===== src/rtl/hex_sender_pkg.sv =====
// Shared types and constants for the hex string sender.
// State encoding for the byte sequencer plus the ASCII codes it emits.
// Imported by the sequencer top and by the nibble converter.
package hex_sender_pkg;

  typedef enum logic [1:0] {
    IDLE   = 2'd0,
    DIGITS = 2'd1,
    CR     = 2'd2,
    LF     = 2'd3
  } state_t;

  localparam logic [7:0] ASCII_CR = 8'h0D;
  localparam logic [7:0] ASCII_LF = 8'h0A;

  // '0' for nibbles 0..9; 'A' - 10 so nibble 10..15 lands on 'A'..'F'
  localparam logic [7:0] ASCII_ZERO       = 8'h30;
  localparam logic [7:0] ASCII_ALPHA_BASE = 8'h37;

endpackage


===== src/rtl/hex_string_sender_hex_to_ascii.sv =====
// Converts one 4-bit nibble to its uppercase ASCII hex character.
// Latency: purely combinational, zero cycles.
// Backpressure: none; the caller decides when to register the result.
module hex_to_ascii
  import hex_sender_pkg::*;
(
  input  logic [3:0] nibble,
  output logic [7:0] ascii
);

  // Decimal digits map from '0', letters map from 'A'
  always_comb begin
    ascii = ASCII_ZERO;
    if (nibble < 4'd10) begin
      ascii = ASCII_ZERO + {4'h0, nibble};
    end else begin
      ascii = ASCII_ALPHA_BASE + {4'h0, nibble};
    end
  end

endmodule


===== src/rtl/hex_string_sender.sv =====
// Prints a multi-digit hex value as ASCII bytes, MSB nibble first, optional CR LF.
// Latency: first byte valid one cycle after an accepted start; one byte per transfer.
// Backpressure: tx_data/tx_valid hold while tx_ready is low; start ignored while busy.
module hex_string_sender
  import hex_sender_pkg::*;
#(
  parameter int unsigned NDIGITS   = 8,
  parameter bit          SEND_CRLF = 1'b1
) (
  input  logic                   clk,
  input  logic                   reset_n,
  input  logic                   start,
  input  logic [4*NDIGITS-1:0]   value,
  output logic                   busy,
  output logic                   done,
  output logic [7:0]             tx_data,
  output logic                   tx_valid,
  input  logic                   tx_ready
);

  localparam int unsigned W  = 4 * NDIGITS;
  localparam int unsigned CW = (NDIGITS > 1) ? $clog2(NDIGITS) : 1;
  localparam logic [CW-1:0] LAST_CNT = CW'(NDIGITS - 1);

  state_t          state;
  logic [W-1:0]    shreg;
  logic [W-1:0]    shreg_next;
  logic [CW-1:0]   cnt;
  logic [3:0]      nibble;
  logic [7:0]      ascii;
  logic            xfer;

  // A byte only moves when both sides agree on the same edge
  assign xfer = tx_valid && tx_ready;

  // Shift register as it will look after the current digit is consumed
  assign shreg_next = shreg << 4;

  // In IDLE the first digit comes straight from the input value so it can be
  // registered on the start edge; afterwards it is the next digit in line
  always_comb begin
    nibble = shreg_next[W-1 -: 4];
    if (state == IDLE) begin
      nibble = value[W-1 -: 4];
    end
  end

  hex_to_ascii u_hex_to_ascii (
    .nibble (nibble),
    .ascii  (ascii)
  );

  // Byte sequencer: IDLE -> DIGITS -> (CR -> LF) -> IDLE, all outputs registered
  always_ff @(posedge clk or negedge reset_n) begin
    if (!reset_n) begin
      state    <= IDLE;
      shreg    <= '0;
      cnt      <= '0;
      busy     <= 1'b0;
      done     <= 1'b0;
      tx_data  <= 8'h00;
      tx_valid <= 1'b0;
    end else begin
      done <= 1'b0;
      unique case (state)
        IDLE: begin
          if (start) begin
            shreg    <= value;
            cnt      <= '0;
            busy     <= 1'b1;
            tx_valid <= 1'b1;
            tx_data  <= ascii;
            state    <= DIGITS;
          end
        end
        DIGITS: begin
          if (xfer) begin
            if (cnt == LAST_CNT) begin
              cnt <= '0;
              if (SEND_CRLF) begin
                tx_data <= ASCII_CR;
                state   <= CR;
              end else begin
                tx_valid <= 1'b0;
                busy     <= 1'b0;
                done     <= 1'b1;
                state    <= IDLE;
              end
            end else begin
              cnt     <= cnt + CW'(1);
              shreg   <= shreg_next;
              tx_data <= ascii;
            end
          end
        end
        CR: begin
          if (xfer) begin
            tx_data <= ASCII_LF;
            state   <= LF;
          end
        end
        LF: begin
          if (xfer) begin
            tx_valid <= 1'b0;
            busy     <= 1'b0;
            done     <= 1'b1;
            state    <= IDLE;
          end
        end
        default: begin
          state <= IDLE;
        end
      endcase
    end
  end

endmodule


===== config.mk =====
export PLATFORM = sky130hd
export DESIGN_NAME = hex_string_sender
export DESIGN_NICKNAME = d
export VERILOG_FILES = /design/src/rtl/hex_sender_pkg.sv /design/src/rtl/hex_string_sender_hex_to_ascii.sv /design/src/rtl/hex_string_sender.sv
export SDC_FILE = /design/constraint.sdc
export NUM_CORES = 1
export LEC_CHECK = 0
export ABC_AREA = 0
export CORE_MARGIN = 1.5
export CORE_UTILIZATION = 54
export CTS_BUF_LIST = sky130_fd_sc_hd__clkbuf_4
export DETAILED_ROUTE_END_ITERATION = 7
export PLACE_DENSITY = 0.93
export SETUP_SLACK_MARGIN = 0.02
export SLEW_MARGIN = 5
export SYNTH_ARGS = -nofsm -noshare
export SYNTH_HDL_FRONTEND = slang
export SYNTH_HIERARCHICAL = 1
export SYNTH_SLANG_ARGS = --single-unit

===== constraint.sdc =====
create_clock -name clk -period 2.8 [get_ports clk]
set_input_delay 0.28 -clock clk [delete_from_list [all_inputs] [get_ports clk]]
set_output_delay 0.28 -clock clk [all_outputs]
set_load 0.02 [all_outputs]

==> metrics.yaml <==
gr-total-overflow: 0
post_cts.repair.setup_buffers: 0
yosys_register_bits: 43
placement_rows: 24
ctsHtreeMaxLevel: 2
dr.first_iter.drc_count: 102
critPathArrivalTime_ns: 2.66
drv_slew: 0
crit_path_frequent_cell: "sky130_fd_sc_hd__mux2_2"
regToRegSetupSlack_ns: 0.40
clock_tree_from_tritoncts: "built"
ctsHoldBuffers: 0
die_width_um: 70.4
syn-instance-count: 196
fin_util_pct: 69.7
layout.filler_cells: 304
yosysWarningCount: 6
path_buf_inv: 2
postSynth.topFlopCell: "sky130_fd_sc_hd__dfrtp_1"
timing.critical_path.cells: "inv_1, ha_1, buf_4, mux2_2, nand2_2, mux2_1, a21oi_1, nor2_1, mux2_2"
cts.sink_count: 43
timing.reg2reg.worst_path_depth: 9
post_cts_resize_count: 0
place.gp.congestion: 0.745
dp_hpwl_um: 3420
grt_pass1_wl_um: 8310
slew-limit-headroom_pct: 36.2
tritoncts.num_buffers: 5
critical_path_fanouts_max: 11
layout_commonest_cell: "sky130_fd_sc_hd__clkdlybuf4s50_1"
synth_cell_types: 43
first_global_vias: 1795
final_antenna_net_count: 0
detail_route.vias_per_cell: 5.68
synth_edf_count: 0
finalCritPeriodShare_pct: 85.6
pwrdens_nw_per_um2: 417
timing.critical_path.slowest_cell_delay_ns: 0.44
vias: 1670
worstSetupPathType: "register to register"
route.detailed.wl_per_inst_um: 16.1
cellLeakagePower_nw: 1.33
crit_slowest_cell: "sky130_fd_sc_hd__dfrtp_1"
outcome: "completed"
most-common-layout-cells: "45 x sky130_fd_sc_hd__clkdlybuf4s50_1, 44 x sky130_fd_sc_hd__mux2_2, 43 x sky130_fd_sc_hd__dfrtp_1, 11 x sky130_fd_sc_hd__inv_1, 10 x sky130_fd_sc_hd__mux2_4"
timing.fmax_mhz: 417
drc: 0
cts_root_buf: "sky130_fd_sc_hd__clkbuf_4"
final-setup-viol-count: 0
fin_crit_ns: 2.40
post_route_cells_drive_above_1_share_pct: 31.4
clockBufferDepth: 2
max_slew.worst_pin.slew_ns: 0.957
routed_wl_um: 4740
totalNegativeSetupSlack_ns: 0
grt_setup_unrepaired: "false"
end_kind: "register"
vdd_drop_max_v: 0.000334
skew_ns: 0.0143
worstReg2RegStart: "state[0]$_DFFE_PN0P_"
hold_viol: 0
synthesis.nets: 241
pin_count: 47
detailed_routing_iteration_count_for_the_pre_antenna_repair_pass: 4
grt.total_usage_pct: 21.1
fin_nets: 286
max_cap_violations: 0
fp.dieArea_um2: 4960
timing.hold.worst.class: "primary input to async pin"
n_antenna_cell: 0
worst_setup_hold_path_clk_slew_ns: 0.14
dieHeight_um: 70.4
portBuffers: 46
syn_area_um2: 2450
clkLatencyLatePin_ns: 0.36
core_region_area_um2: 4350
ys_async_sr_fraction_pct: 100
cp-start-kind: "register"
critical_path.reg2reg.endpoint: "tx_data[2]$_DFFE_PN0P_"
worst_path_dominant_cell_family: "multiplexers"
grt_start_max_net_pins: 44
initial_utilization_pct: 56.4
area.growth.synth_to_final_pct: 23.7
antenna_found_initial: 0
worst-endpoint-required_ns: 3.06
synth.yosys.seq_area_share_pct: 43.9
avgSynthCellArea_um2: 12.5
-- per-stage QoR --
stage	hold WS (ns)	cells	power [mW]	cell area, um^2	worst slack [ns]
floorplan	-0.0156	196	0.710	2450	0.322
global placement	0.467	286	0.780	2930	0.496
finish	0.0572	294	1.26	3040	0.403
global route	0.129	294	1.31	3040	0.223
detailed placement	0.473	286	0.784	2930	0.409
CTS	0.0785	294	1.27	3040	0.398
-- per-layer routing --
layer	track usage (%)	vias up	routed length, um
met1	28.0	821	2110
met4	5.98	0	65
met5	0	-	0
li1	-	783	-
met3	3.90	10	186
met2	35.2	56	2380
-- synth_stat cells (3+ instances only) --
cell	count	area [um^2]
sky130_fd_sc_hd__mux2_2	44	495
sky130_fd_sc_hd__dfrtp_1	43	1080
sky130_fd_sc_hd__inv_1	11	41.3
sky130_fd_sc_hd__mux2_4	10	150
sky130_fd_sc_hd__ha_1	9	113
sky130_fd_sc_hd__mux2_1	7	78.8
sky130_fd_sc_hd__nor2_1	6	22.5
sky130_fd_sc_hd__a21boi_0	5	37.5
sky130_fd_sc_hd__o21ai_0	5	25.0
sky130_fd_sc_hd__a21oi_1	4	20.0
sky130_fd_sc_hd__nand4b_1	4	35.0
sky130_fd_sc_hd__nor2b_1	4	25.0
sky130_fd_sc_hd__a21bo_2	3	30.0
sky130_fd_sc_hd__clkbuf_1	3	11.3
-- registers in the layout, indices dropped and copies added (netlist names) --
register / flops
shreg: 28
tx_valid: 1
done: 1
state: 2
cnt: 3
tx_data: 8
-- power breakdown --
part	total (mW)	switching, mW	internal [mW]
Clock	0.493	0.215	0.278
Sequential	0.648	0.00930	0.638
Combinational	0.125	0.0434	0.0811
Total	1.26	0.268	0.997
-- worst register-to-register path, cell delays in order, from the launching register on --
cell and delay, ns:
sky130_fd_sc_hd__dfrtp_1 0.44, sky130_fd_sc_hd__inv_1 0.12, sky130_fd_sc_hd__ha_1 0.24, sky130_fd_sc_hd__buf_4 0.22, sky130_fd_sc_hd__mux2_2 0.43, sky130_fd_sc_hd__nand2_2 0.10
sky130_fd_sc_hd__mux2_1 0.32, sky130_fd_sc_hd__a21oi_1 0.12, sky130_fd_sc_hd__nor2_1 0.05, sky130_fd_sc_hd__mux2_2 0.27
-- worst max-delay path by stage --
stage,start,end,slack (ns),cells after the start
global placement,state[1]$_DFFE_PN0P_,shreg[27]$_DFFE_PN0P_,0.50,6
finish,state[0]$_DFFE_PN0P_,tx_data[2]$_DFFE_PN0P_,0.40,9
global route,state[1]$_DFFE_PN0P_,shreg[27]$_DFFE_PN0P_,0.22,6
floorplan,state[0]$_DFFE_PN0P_,tx_data[2]$_DFFE_PN0P_,0.32,11
detailed placement,state[1]$_DFFE_PN0P_,shreg[27]$_DFFE_PN0P_,0.41,6
CTS,state[1]$_DFFE_PN0P_,shreg[27]$_DFFE_PN0P_,0.40,6
-- cell families (layout without fill, tap and decap cells) --
family | Yosys count | in the layout | share of synthesized area (%)
AND/OR/NAND/NOR | 28 | 28 | 7.29
other | 1 | 1 | 0.153
AO/OA/AOI/OAI | 29 | 29 | 9.03
flip-flops | 43 | 43 | 43.9
XOR/XNOR | 1 | 1 | 0.357
buffers and inverters | 22 | 68 | 4.39
multiplexers | 63 | 63 | 30.3
adder cells (fa/ha/maj) | 9 | 9 | 4.59
-- area by class of cell --
type	count	area, um^2	area share, %
clock buffers	5	37.5	1.24
clock inverters	3	67.6	2.23
inverters	11	41.3	1.36
multi-input cells	131	1270	41.8
flip-flops and latches	43	1080	35.4
well taps	52	65.1	2.14
repair buffers	49	478	15.7
(Power assumes the default switching activity.)
